**src/rtl/mc_alu.sv**
```systemverilog
// mc_alu: multi-cycle ALU built around a two-state sequencer (IDLE/RUN).
// One operation runs at a time. Single-cycle ops (ADD, SUB, CEQ, CLT, BR)
// spend one RUN cycle. Shifts spend one RUN cycle per bit shifted. MUL is a
// W-cycle unsigned shift-add.
//
// Ports
//   CLK            clock, rising edge
//   RESET          synchronous, active-high
//   START          operation request, sampled only while BUSY=0
//   OP[2:0]        000 ADD, 001 SUB, 010 CEQ, 011 CLT, 100 SHL, 101 SHR,
//                  110 MUL, 111 BR
//   INPUTA[W-1:0]  operand A, latched on acceptance
//   INPUTB[W-1:0]  operand B / shift count, latched on acceptance
//   BUSY           high while an accepted operation executes
//   DONE           one-cycle pulse, result valid
//   OUT[W-1:0]     result register, held between completions
//   FLAG_OUT       persistent compare flag
//   OVERFLOW_OUT   persistent carry / borrow / shift-out bit
//   FLAG_BRANCH_EN branch-taken pulse, only ever high together with DONE
module mc_alu #(
  parameter int W = 8
) (
  input  logic         CLK,
  input  logic         RESET,
  input  logic         START,
  input  logic [2:0]   OP,
  input  logic [W-1:0] INPUTA,
  input  logic [W-1:0] INPUTB,
  output logic         BUSY,
  output logic         DONE,
  output logic [W-1:0] OUT,
  output logic         FLAG_OUT,
  output logic         OVERFLOW_OUT,
  output logic         FLAG_BRANCH_EN
);

  localparam int CW = $clog2(W) + 1;

  localparam logic [2:0] OP_ADD = 3'b000;
  localparam logic [2:0] OP_SUB = 3'b001;
  localparam logic [2:0] OP_CEQ = 3'b010;
  localparam logic [2:0] OP_CLT = 3'b011;
  localparam logic [2:0] OP_SHL = 3'b100;
  localparam logic [2:0] OP_SHR = 3'b101;
  localparam logic [2:0] OP_MUL = 3'b110;
  localparam logic [2:0] OP_BR  = 3'b111;

  typedef enum logic {IDLE, RUN} state_t;

  state_t          state;
  logic [CW-1:0]   cnt;

  // Latched operation context. These are data registers and carry no reset.
  logic [2:0]      op_r;
  logic [W-1:0]    a_r;       // operand A; also the shift accumulator
  logic [W-1:0]    b_r;       // operand B; also the MUL multiplier (shifted right)
  logic            n_zero_r;  // shift count is zero: pass A straight through
  logic [2*W-1:0]  prod_r;
  logic [2*W-1:0]  mcand_r;

  logic [W:0]      sum_w;
  logic [W:0]      diff_w;
  logic [W-1:0]    shl_nxt;
  logic [W-1:0]    shr_nxt;
  logic [2*W-1:0]  mul_nxt;
  logic            last_run;
  logic            accept;

  // Shift count is B mod W, truncated to the counter width.
  function automatic logic [CW-1:0] shift_count(input logic [W-1:0] b);
    logic [31:0] m;
    m = 32'(b) % 32'(W);
    return CW'(m);
  endfunction

  // Number of RUN cycles for an operation.
  function automatic logic [CW-1:0] load_count(input logic [2:0] op,
                                               input logic [CW-1:0] n);
    logic [CW-1:0] c;
    c = CW'(1);
    if (op == OP_MUL)
      c = CW'(W);
    else if ((op == OP_SHL || op == OP_SHR) && n != '0)
      c = n;
    return c;
  endfunction

  assign accept   = (state == IDLE) && START;
  assign last_run = (cnt == CW'(1));

  always_comb begin
    // Carry / borrow come in from the persistent OVERFLOW register. A borrow
    // shows up as bit W of the W+1-bit difference because |A-B-ovf| <= 2^W.
    sum_w   = {1'b0, a_r} + {1'b0, b_r} + {{W{1'b0}}, OVERFLOW_OUT};
    diff_w  = {1'b0, a_r} - {1'b0, b_r} - {{W{1'b0}}, OVERFLOW_OUT};
    shl_nxt = {a_r[W-2:0], 1'b0};
    shr_nxt = {1'b0, a_r[W-1:1]};
    mul_nxt = prod_r + (b_r[0] ? mcand_r : {(2*W){1'b0}});
  end

  // ---- operand latch / iterative datapath ----
  always_ff @(posedge CLK) begin
    if (state == IDLE) begin
      if (START) begin
        op_r     <= OP;
        a_r      <= INPUTA;
        b_r      <= INPUTB;
        n_zero_r <= (shift_count(INPUTB) == '0);
        prod_r   <= '0;
        mcand_r  <= {{W{1'b0}}, INPUTA};
      end
    end else begin
      case (op_r)
        OP_SHL: if (!n_zero_r) a_r <= shl_nxt;
        OP_SHR: if (!n_zero_r) a_r <= shr_nxt;
        OP_MUL: begin
          prod_r  <= mul_nxt;
          mcand_r <= {mcand_r[2*W-2:0], 1'b0};
          b_r     <= {1'b0, b_r[W-1:1]};
        end
        default: ;
      endcase
    end
  end

  // ---- sequencer and architectural result registers ----
  // Results are written only on the completing edge, so an aborted
  // operation never exposes a partial value.
  always_ff @(posedge CLK) begin
    if (RESET) begin
      state          <= IDLE;
      cnt            <= '0;
      BUSY           <= 1'b0;
      DONE           <= 1'b0;
      OUT            <= '0;
      FLAG_OUT       <= 1'b0;
      OVERFLOW_OUT   <= 1'b0;
      FLAG_BRANCH_EN <= 1'b0;
    end else begin
      DONE           <= 1'b0;
      FLAG_BRANCH_EN <= 1'b0;
      case (state)
        IDLE: begin
          if (accept) begin
            state <= RUN;
            BUSY  <= 1'b1;
            cnt   <= load_count(OP, shift_count(INPUTB));
          end
        end
        RUN: begin
          cnt <= cnt - CW'(1);
          if (last_run) begin
            state <= IDLE;
            BUSY  <= 1'b0;
            DONE  <= 1'b1;
            case (op_r)
              OP_ADD: {OVERFLOW_OUT, OUT} <= sum_w;
              OP_SUB: begin
                OUT          <= diff_w[W-1:0];
                OVERFLOW_OUT <= diff_w[W];
              end
              OP_CEQ: begin
                FLAG_OUT     <= (a_r == b_r);
                OUT          <= '0;
                OVERFLOW_OUT <= 1'b0;
              end
              OP_CLT: begin
                FLAG_OUT     <= (a_r < b_r);
                OUT          <= '0;
                OVERFLOW_OUT <= 1'b0;
              end
              OP_SHL: begin
                if (n_zero_r) begin
                  OUT          <= a_r;
                  OVERFLOW_OUT <= 1'b0;
                end else begin
                  OUT          <= shl_nxt;
                  OVERFLOW_OUT <= a_r[W-1];
                end
              end
              OP_SHR: begin
                if (n_zero_r) begin
                  OUT          <= a_r;
                  OVERFLOW_OUT <= 1'b0;
                end else begin
                  OUT          <= shr_nxt;
                  OVERFLOW_OUT <= a_r[0];
                end
              end
              OP_MUL: begin
                OUT          <= mul_nxt[W-1:0];
                OVERFLOW_OUT <= |mul_nxt[2*W-1:W];
              end
              OP_BR: begin
                FLAG_BRANCH_EN <= (FLAG_OUT == b_r[0]);
                OUT            <= '0;
              end
              default: ;
            endcase
          end
        end
        default: state <= IDLE;
      endcase
    end
  end

endmodule

```
**config.mk**
```make
export PLATFORM = sky130hd
export DESIGN_NAME = mc_alu
export DESIGN_NICKNAME = d
export VERILOG_FILES = /design/src/rtl/mc_alu.sv
export SDC_FILE = /design/constraint.sdc
export NUM_CORES = 1
export LEC_CHECK = 0
export ABC_AREA = 1
export BUFFER_PORTS_ARGS = -buffer_cell sky130_fd_sc_hd__buf_2
export CORE_UTILIZATION = 40
export DETAILED_ROUTE_END_ITERATION = 12
export SLEW_MARGIN = 20
export SYNTH_ARGS = -nofsm -noshare
export SYNTH_HDL_FRONTEND = slang
export SYNTH_SLANG_ARGS = --single-unit
```
**constraint.sdc**
```tcl
create_clock -name CLK -period 8.6 [get_ports CLK]
set_input_delay 1.29 -clock CLK [delete_from_list [all_inputs] [get_ports CLK]]
set_output_delay 1.29 -clock CLK [all_outputs]
set_load 0.01 [all_outputs]
```
==> results of run 1 <==
==> per-stage QoR <==
step,setup slack [ns],util
floorplan,4.55,-
global route,5.41,0.470
finish,5.68,0.470
detailed placement,5.54,0.445
CTS,5.65,0.470
global placement,5.59,0.445
==> kinds of logic after synthesis <==
kind of cell,Yosys count,synth area share
compound gates,106,0.118
fa+ha+maj,51,0.127
flops,70,0.362
buf+inv,143,0.102
xor+xnor,13,0.0214
simple gates,333,0.270
==> layer usage <==
layer / up-vias / track usage
li1: 2405 / -
met1: 2192 / 0.329
met2: 144 / 0.327
met3: 14 / 0.0335
met4: 0 / 0.0785
met5: - / 0
==> tightest hold or removal path, cell delays in order, from the launching register on <==
cell     delay (ns)
dfxtp_1        0.31
nand2_1        0.06
nand2_1        0.04
==> worst min-delay path by stage <==
stage	startpoint	end	slack, ns	cells after the start
after global routing	OUT[5]$_SDFFE_PP0P_	OUT[5]$_SDFFE_PP0P_	0.48	2
after CTS	OUT[5]$_SDFFE_PP0P_	OUT[5]$_SDFFE_PP0P_	0.46	2
after detailed placement	OUT[3]$_SDFFE_PP0P_	OUT[3]$_SDFFE_PP0P_	0.45	2
after global placement	OUT[3]$_SDFFE_PP0P_	OUT[3]$_SDFFE_PP0P_	0.44	2
final	OUT[5]$_SDFFE_PP0P_	OUT[5]$_SDFFE_PP0P_	0.45	2
after floorplan	OUT[1]$_SDFFE_PP0P_	OUT[1]$_SDFFE_PP0P_	0.48	2
==> registers in the layout, indices dropped and copies added, names as in the netlist <==
name,cells
FLAG_BRANCH_EN,1
FLAG_OUT,1
n_zero_r,1
b_r,8
a_r,8
op_r,3
prod_r,16
state,1
cnt,4
mcand_r,16
OUT,8
BUSY,1
OVERFLOW_OUT,1
DONE,1
==> cell usage after synthesis (4+ instances only) <==
library cell,count
xnor2_1,5
nor2_1,59
a31oi_1,7
nand3_1,31
buf_2,4
nand4_1,9
nor3_1,13
o211ai_1,5
edfxtp_1,52
nand2_1,193
ha_1,46
nor2_2,4
clkbuf_1,9
nand2_2,8
nand3_2,6
dfxtp_1,18
o21ai_0,33
a21oi_1,38
inv_1,125
fa_1,5
inv_2,5
xor2_1,8
==> layout make-up <==
class / count / area (µm²)
clock buffer: 9 / 225
clock inverter: 7 / 105
fill: 1281 / 6770
inverter: 130 / 488
multi-input combinational: 503 / 2860
sequential: 70 / 1920
tap: 172 / 215
timing repair buffer: 37 / 193
==> cells in the final DEF, fill, tap and decap left out, drive strengths merged, types with 3 or more instances in the layout <==
cell / n
inv: 133
ha: 46
a21oi: 40
nor2: 64
buf: 37
o31ai: 3
or2: 3
nand4: 9
xor2: 8
nand3: 37
o21bai: 3
o2111ai: 3
clkbuf: 9
a31oi: 7
fa: 5
o211ai: 5
o21ai: 35
dfxtp: 18
edfxtp: 52
nand3b: 3
nor3: 14
xnor2: 5
nand2: 201
==> power breakdown <==
group	internal [W]	switching [W]	total, W	leakage [nW]
clock network	0.000259	0.000159	0.000417	0.159
logic	0.000117	0.000222	0.000339	2.22
registers	0.000401	0.0000276	0.000428	0.658
==> run summary, run 1 <==
gr usage total: 0.222
status: finished, final reports clean
antenna-violating nets left: 0
Critical Path Start: b_r[0]$_DFFE_PP_
Post-Syn Instances: 716
CP endpoint kind: flip-flop
Synth warnings: 0
syn avg cell area: 7.42 µm²
Hold Path Class: flip-flop to flip-flop
CP delay by family, top: simple AND/OR/NAND/NOR gates
maximum clock rate: 343 MHz
worst endpoint required time: 8.82 ns
routed via count: 4755
drt drc: 0
initial cell density of the core: 0.416
highest cell delay on the worst timing path: 0.70 ns
Synth area leader: edfxtp_1
worst setup path endpoint: OVERFLOW_OUT$_SDFFE_PP0P_
H-tree depth: 3
num rows: 41
CP max-delay cell: edfxtp_1
first-pass GRT wire length: 22700 µm
reg2reg setup slack: 5.68 ns
DR iter-0 viols: 361
die width: 117 µm
cell area after layout: 6010 µm²
met3 WL post-DR: 794 µm
top post-synthesis cells by area: edfxtp_1 (29%), nand2_1 (14%), ha_1 (11%)
hpwl dp: 11000 µm
crit path launch type: flip-flop
Antenna diodes: 0
CORE AREA: 12800 µm²
nets@finish: 824
flops & latches, synth: 70
P&R area growth vs syn: 13.1%
deepest clock path buffer count: 2
CTS resizes: 0
layout cells sized above 1: 0.112
initial antenna violation count: 0
setup_tns: 0 ns
DR WL/cell: 15.3 µm
CP Cell Sequence: nand2_1, inv_1, ha_1, fa_1, nand3_1, nand3_1, nand2_1, nand2_1, xnor2_1, nand3_2, nor2_1, nand2_1, nand2_1, nand2_1, nand2_1, a21oi_2
CTS root buf: clkbuf_16
count of cell types in the netlist: 41
die area: 13700 µm²
Worst-path clk slew: 0.06 ns
Max-Cap Viols: 0
DP Area: 5680 µm²
WP data arrival: 3.14 ns
routed wl met2: 6060 µm
final setup violation count: 0
vias in the first global route: 4411
syn nets: 789
Leak: 3.03 nW
power per cell area: 197 nW/µm²
Fin Hold WS: 0.454 ns
Seq/Total Area, Yosys: 0.362
Buf+Inv Stages, Crit Path: 1
RePlAce Congestion: 0.944
Layout Skew: 0.00774 ns
# IOs: 35
global route overflow: 0
Worst-Margin Slew: 0.986 ns
worst skew pair latency: 0.34 ns
highest routed layer: met4
most used cell, CP: nand2_1
max_slew headroom: 0.340
Yosys top cell area share: 0.294
fin cells: 928
I/O Buffers: 34
worst reg2reg path depth: 16
Via density: 5.12
CTS sink cnt: 70
ys flop type: edfxtp_1
fin crit period: 2.92 ns
placed cells: 912
r2r endpoint: OVERFLOW_OUT$_SDFFE_PP0P_
setup bufs post-CTS: 0
cts bufs inserted: 9
fin crit share: 0.339
Final Hold Viols: 0
critical path depth: 16
Synth Cell Area: 5310 µm²
peak supply drop: 0.108 mV
RR Startpoint: b_r[0]$_DFFE_PP_
Die Y: 117 µm
ys async rst share: 0
pin count of the biggest net entering global routing: 41
CTS tree: done
Crit Path Max Fanout: 20
Pins Over Slew Limit: 0
router iterations before antenna repair: 5
RSZ-0062 raised after global routing: no
Post-CTS Hold Buffers: 0
Total Wirelength: 14200 µm
Power Total: 0.00118 W
wire length on met1: 7160 µm
number of synthesized flops with an enable pin: 52
WS Path Type: flip-flop to flip-flop
(Power assumes the default switching activity.)
==> inputs of run 2 (changes only) <==
Clock period 8.6 ns to 3 ns, I/O delays scaled along.
==> run summary, run 2 (same netlist as run 1, synthesis figures left out) <==
initial cell density of the core: 0.416 (unchanged)
initial antenna violation count: 0 (unchanged)
router iterations before antenna repair: 5 (unchanged)
RePlAce Congestion: 0.959 (+1.6%)
Worst-Margin Slew: 1.06 ns (+0.0776 ns)
cts bufs inserted: 9 (unchanged)
final setup violation count: 0 (unchanged)
status: finished, final reports clean
H-tree depth: 3 (unchanged)
P&R area growth vs syn: 13.8%
Fin Hold WS: 0.298 ns (-0.157 ns)
hpwl dp: 11800 µm (+7.2%)
Die Y: 117 µm (unchanged)
Sw Share: 0.347 (+0.00285)
maximum clock rate: 373 MHz (+9.0%)
Leak: 3.07 nW (+1.1%)
Reg power frac: 0.366 (+0.004)
first-pass GRT wire length: 23300 µm (+3.0%)
CORE AREA: 12800 µm² (unchanged)
register area: 1920 µm² (unchanged)
Fillers: 1304 (+1.8%)
combinational share of power: 0.306 (+0.020)
die width: 117 µm (unchanged)
Crit Path Max Fanout: 19 (-5.0%)
crit path launch type: flip-flop
gr usage total: 0.232 (+0.00923)
Max-Cap Viols: 0 (unchanged)
DR iter-0 viols: 289 (-20%)
die area: 13700 µm² (unchanged)
Worst-path clk slew: 0.06 ns (about the same)
power per cell area: 547 nW/µm² (+180%)
commonest non-fill, non-tap cell in the layout: nand2_1
WP data arrival: 2.91 ns (-0.23 ns)
num rows: 41 (unchanged)
clock network power share: 0.328 (-0.024)
I/O Buffers: 34 (unchanged)
vias in the first global route: 4493 (+1.9%)
most frequent cells in the layout: nand2_1 (193), inv_1 (125), nor2_1 (59)
nets@finish: 833 (+1.1%)
routed via count: 4815 (+1.3%)
Power Total: 0.00331 W (+180%)
CTS root buf: clkbuf_16
global route overflow: 0 (unchanged)
Total Wirelength: 14800 µm (+4.2%)
RSZ-0062 raised after global routing: no
worst skew pair latency: 0.34 ns (about the same)
P_sw: 0.00115 W (+180%)
peak supply drop: 0.311 mV (+190%)
CP endpoint kind: flip-flop
WS Path Type: flip-flop to flip-flop
drt drc: 0 (unchanged)
fin crit share: 0.893 (+0.553)
setup bufs post-CTS: 0 (unchanged)
fin crit period: 2.68 ns (-0.240 ns)
Via density: 5.14 (+0.29%)
Internal Power: 0.00216 W (+180%)
Hold Path Class: input port to flip-flop
# IOs: 35 (unchanged)
worst endpoint required time: 3.23 ns (-5.59 ns)
Post-CTS Hold Buffers: 0 (unchanged)
CTS sink cnt: 70 (unchanged)
Antenna diodes: 0 (unchanged)
Largest regs: mcand_r x16, prod_r x16
setup_tns: 0 ns (unchanged)
CTS resizes: 0 (unchanged)
deepest clock path buffer count: 2 (unchanged)
antenna-violating nets left: 0 (unchanged)
multi-input logic area: 2860 µm² (unchanged)
max_slew headroom: 0.288 (-0.0520)
Layout Skew: 0.00584 ns (-0.00190 ns)
Pins Over Slew Limit: 0 (unchanged)
layout cells sized above 1: 0.123 (+0.0104)
DR WL/cell: 15.8 µm (+3.2%)
Final Hold Viols: 0 (unchanged)
pin count of the biggest net entering global routing: 39 (-4.9%)
CTS tree: done
[run 2: cell count changes in the layout (fill, tap and decap cells not counted), sizes merged]
cell	delta
bufinv	-1
inv	-3
clkinv	+3
clkbuf	+1
buf	+9
[run 2: power by group through the flow]
stage	Combinational (W)	Clock [W]	Sequential, W
final	0.00101	0.00109	0.00121
after global routing	0.00114	0.00114	0.00122
after CTS	0.00100	0.00110	0.00121
after detailed placement	0.000996	0	0.00123
after global placement	0.000989	0	0.00123
after floorplan	0.000722	0	0.00122
[run 2: area by class of cell]
class	instances	area share
multi-input cells	503	0.473
flip-flops and latches	70	0.318
inverters	130	0.0807
repair buffers	46	0.0430
clock buffers	10	0.0395
well taps	172	0.0356
clock inverters	6	0.0101
[run 2: worst paths after layout]
path	cells after the start	start	to	slack [ns]
worst min register to register	2	OUT[1]$_SDFFE_PP0P_	OUT[1]$_SDFFE_PP0P_	0.45
worst max register to register	17	b_r[0]$_DFFE_PP_	OVERFLOW_OUT$_SDFFE_PP0P_	0.32
worst min-delay path	1	OP[0]	op_r[0]$_DFFE_PP_	0.30
worst max-delay path	17	b_r[0]$_DFFE_PP_	OVERFLOW_OUT$_SDFFE_PP0P_	0.32
[run 2: per-stage QoR]
stage	setup slack [ns]	instances	area, µm²	util
final	0.322	937	6050	0.473
after global routing	0.124	937	6050	0.473
after floorplan	0.0310	716	5310	-
after detailed placement	0.379	921	5750	0.450
after global placement	0.459	921	5750	0.450
after CTS	0.364	937	6050	0.473
[run 2: layer usage]
layer	part of all wire	vias to the layer above	GRT usage
li1	-	2421	-
met1	0.48	2212	0.335
met2	0.43	164	0.350
met3	0.069	18	0.0340
met4	0.020	0	0.0844
met5	0	-	0
[run 2: worst max-delay path, stage by stage, from the launching register on]
cell and delay (ns):
edfxtp_1 0.38, buf_4 0.22, nand2_1 0.07, inv_1 0.04, ha_1 0.23, fa_1 0.46, nand3_1 0.12, nand3_1 0.15
nand2_1 0.10, nand2_1 0.06, xnor2_1 0.24, nand3_2 0.10, nor2_1 0.09, nand2_1 0.07, nand2_1 0.06, nand2_1 0.05
nand2_1 0.07, a21oi_2 0.05
==> inputs of run 3 (changes only) <==
Settings changed: CORE_UTILIZATION 40 to 45.
==> run summary, run 3 (same netlist as run 1, synthesis figures left out) <==
power per cell area: 551 nW/µm² (+0.61%)
setup bufs post-CTS: 0 (unchanged)
Pins Over Slew Limit: 0 (unchanged)
routed via count: 4879 (+1.3%)
die area: 12200 µm² (-11%)
worst setup path endpoint: OVERFLOW_OUT$_SDFFE_PP0P_
CORE AREA: 11500 µm² (-10%)
I/O Buffers: 34 (unchanged)
Via density: 5.39 (+4.9%)
maximum clock rate: 358 MHz (-4.0%)
fin crit share: 0.930 (+0.0374)
r2r endpoint: OVERFLOW_OUT$_SDFFE_PP0P_
initial antenna violation count: 0 (unchanged)
final setup violation count: 0 (unchanged)
Layout Skew: 0.0118 ns (+0.00596 ns)
antenna-violating nets left: 0 (unchanged)
RR Startpoint: b_r[0]$_DFFE_PP_
layout cells sized above 1: 0.121 (-0.00214)
max_slew headroom: 0.375 (+0.0878)
most used cell, CP: nand2_1
worst endpoint required time: 3.22 ns (about the same)
Critical Path Start: b_r[0]$_DFFE_PP_
DR WL/cell: 16.7 µm (+5.9%)
Worst-path clk slew: 0.06 ns (about the same)
CP max-delay cell: edfxtp_1
setup_tns: 0 ns (unchanged)
die width: 111 µm (-5.6%)
cell area after layout: 5980 µm² (-1.1%)
worst reg2reg path depth: 16 (-1)
hpwl dp: 12100 µm (+2.0%)
Sw Share: 0.370 (+0.0229)
Internal Power: 0.00207 W (-3.9%)
H-tree depth: 3 (unchanged)
Worst-Margin Slew: 0.933 ns (-0.130 ns)
status: finished, final reports clean
crit path launch type: flip-flop
WP data arrival: 3.01 ns (+0.10 ns)
pin count of the biggest net entering global routing: 39 (unchanged)
Largest regs: mcand_r x16, prod_r x16
gr usage total: 0.256 (+0.0244)
P_sw: 0.00122 W (+6.1%)
Max-Cap Viols: 0 (unchanged)
peak supply drop: 0.354 mV (+14%)
drt drc: 0 (unchanged)
CP Cell Sequence: buf_4, nand2_1, inv_1, fa_1, nand3_1, nand3_1, nand2_1, nand2_1, xnor2_2, nand3_2, nor2_1, nand2_1, nand2_1, nand2_1, nand2_1, a21oi_2
reg2reg setup slack: 0.21 ns (-0.11 ns)
fin crit period: 2.79 ns (+0.112 ns)
Hold Path Class: input port to flip-flop
RePlAce Congestion: 0.987 (+3.0%)
# IOs: 35 (unchanged)
router iterations before antenna repair: 5 (unchanged)
worst skew pair latency: 0.35 ns (about the same)
highest cell delay on the worst timing path: 0.50 ns (+0.04 ns)
Antenna diodes: 0 (unchanged)
deepest clock path buffer count: 2 (unchanged)
Final Hold Viols: 0 (unchanged)
global route overflow: 0 (unchanged)
nets@finish: 830 (-0.36%)
cts bufs inserted: 9 (unchanged)
CP endpoint kind: flip-flop
CTS root buf: clkbuf_16
most frequent cells in the layout: nand2_1 (193), inv_1 (125), nor2_1 (59)
CTS tree: done
Reg power frac: 0.374 (+0.008)
P&R area growth vs syn: 12.6%
combinational share of power: 0.305 (about the same)
commonest non-fill, non-tap cell in the layout: nand2_1
DR iter-0 viols: 372 (+29%)
vias in the first global route: 4683 (+4.2%)
DP Area: 5690 µm² (-1.0%)
Hold Path Origin: OP[0]
Leak: 3.05 nW (-0.64%)
clock network power share: 0.321 (-0.007)
initial cell density of the core: 0.463 (+0.0474)
RSZ-0062 raised after global routing: no
num rows: 39 (-4.9%)
CTS sink cnt: 70 (unchanged)
Die Y: 111 µm (-5.6%)
Total Wirelength: 15100 µm (+2.3%)
Crit Path Max Fanout: 15 (-4)
WS Path Type: flip-flop to flip-flop
first-pass GRT wire length: 24100 µm (+3.3%)
-- run 3: worst min-delay path by stage --
stage / endpoint / slack, ns / cells after the start
finish: op_r[0]$_DFFE_PP_ / 0.29 / 1
global route: op_r[0]$_DFFE_PP_ / 0.28 / 1
CTS: op_r[0]$_DFFE_PP_ / 0.28 / 1
detailed placement: OUT[5]$_SDFFE_PP0P_ / 0.44 / 2
global placement: OUT[5]$_SDFFE_PP0P_ / 0.43 / 2
floorplan: OUT[1]$_SDFFE_PP0P_ / 0.48 / 2
-- run 3: repair_timing --
| action | CTS | global route |
|---|---|---|
| endpoints found under the hold margin | 0 | 0 |
| resized for setup | 0 | 1 |
| endpoints found under the setup margin | 0 | 1 |
| hold buffers | 0 | 0 |
-- run 3: critical path, delay by kind of cell, from the launching register on --
kind	cells	cell delay, ns
simple gates	11	1.12
flops	1	0.50
fa+ha+maj	1	0.48
buf+inv	2	0.32
xor+xnor	1	0.21
compound gates	1	0.05
-- run 3: through the flow --
step | total power, W | util | hold WS, ns | instances | worst slack [ns]
after CTS | 0.00329 | 0.521 | 0.281 | 905 | 0.187
after floorplan | 0.00194 | - | 0.476 | 716 | 0.0310
after global placement | 0.00222 | 0.496 | 0.434 | 889 | 0.283
final | 0.00329 | 0.522 | 0.289 | 905 | 0.210
after global routing | 0.00348 | 0.522 | 0.285 | 905 | 0.0190
after detailed placement | 0.00223 | 0.496 | 0.443 | 889 | 0.222
-- run 3: layout make-up --
class	count	area, µm²
clock buffers	9	225
clock inverters	7	62.6
fillers	1172	5490
inverters	130	488
multi-input cells	503	2870
flip-flops and latches	70	1920
well taps	143	179
repair buffers	43	238
-- run 3: layer usage --
metal,part of all wire,up-vias,track usage
li1,-,2413,-
met5,0,-,0
met2,0.41,172,0.370
met4,0.015,0,0.0898
met1,0.50,2274,0.382
met3,0.068,20,0.0454
-- run 3: power groups by stage --
| stage | clock [W] | sequential [W] | combinational (W) |
|---|---|---|---|
| floorplan | 0 | 0.00122 | 0.000722 |
| global placement | 0 | 0.00125 | 0.000976 |
| detailed placement | 0 | 0.00125 | 0.000982 |
| CTS | 0.00107 | 0.00123 | 0.000989 |
| global route | 0.00111 | 0.00124 | 0.00113 |
| finish | 0.00106 | 0.00123 | 0.00101 |
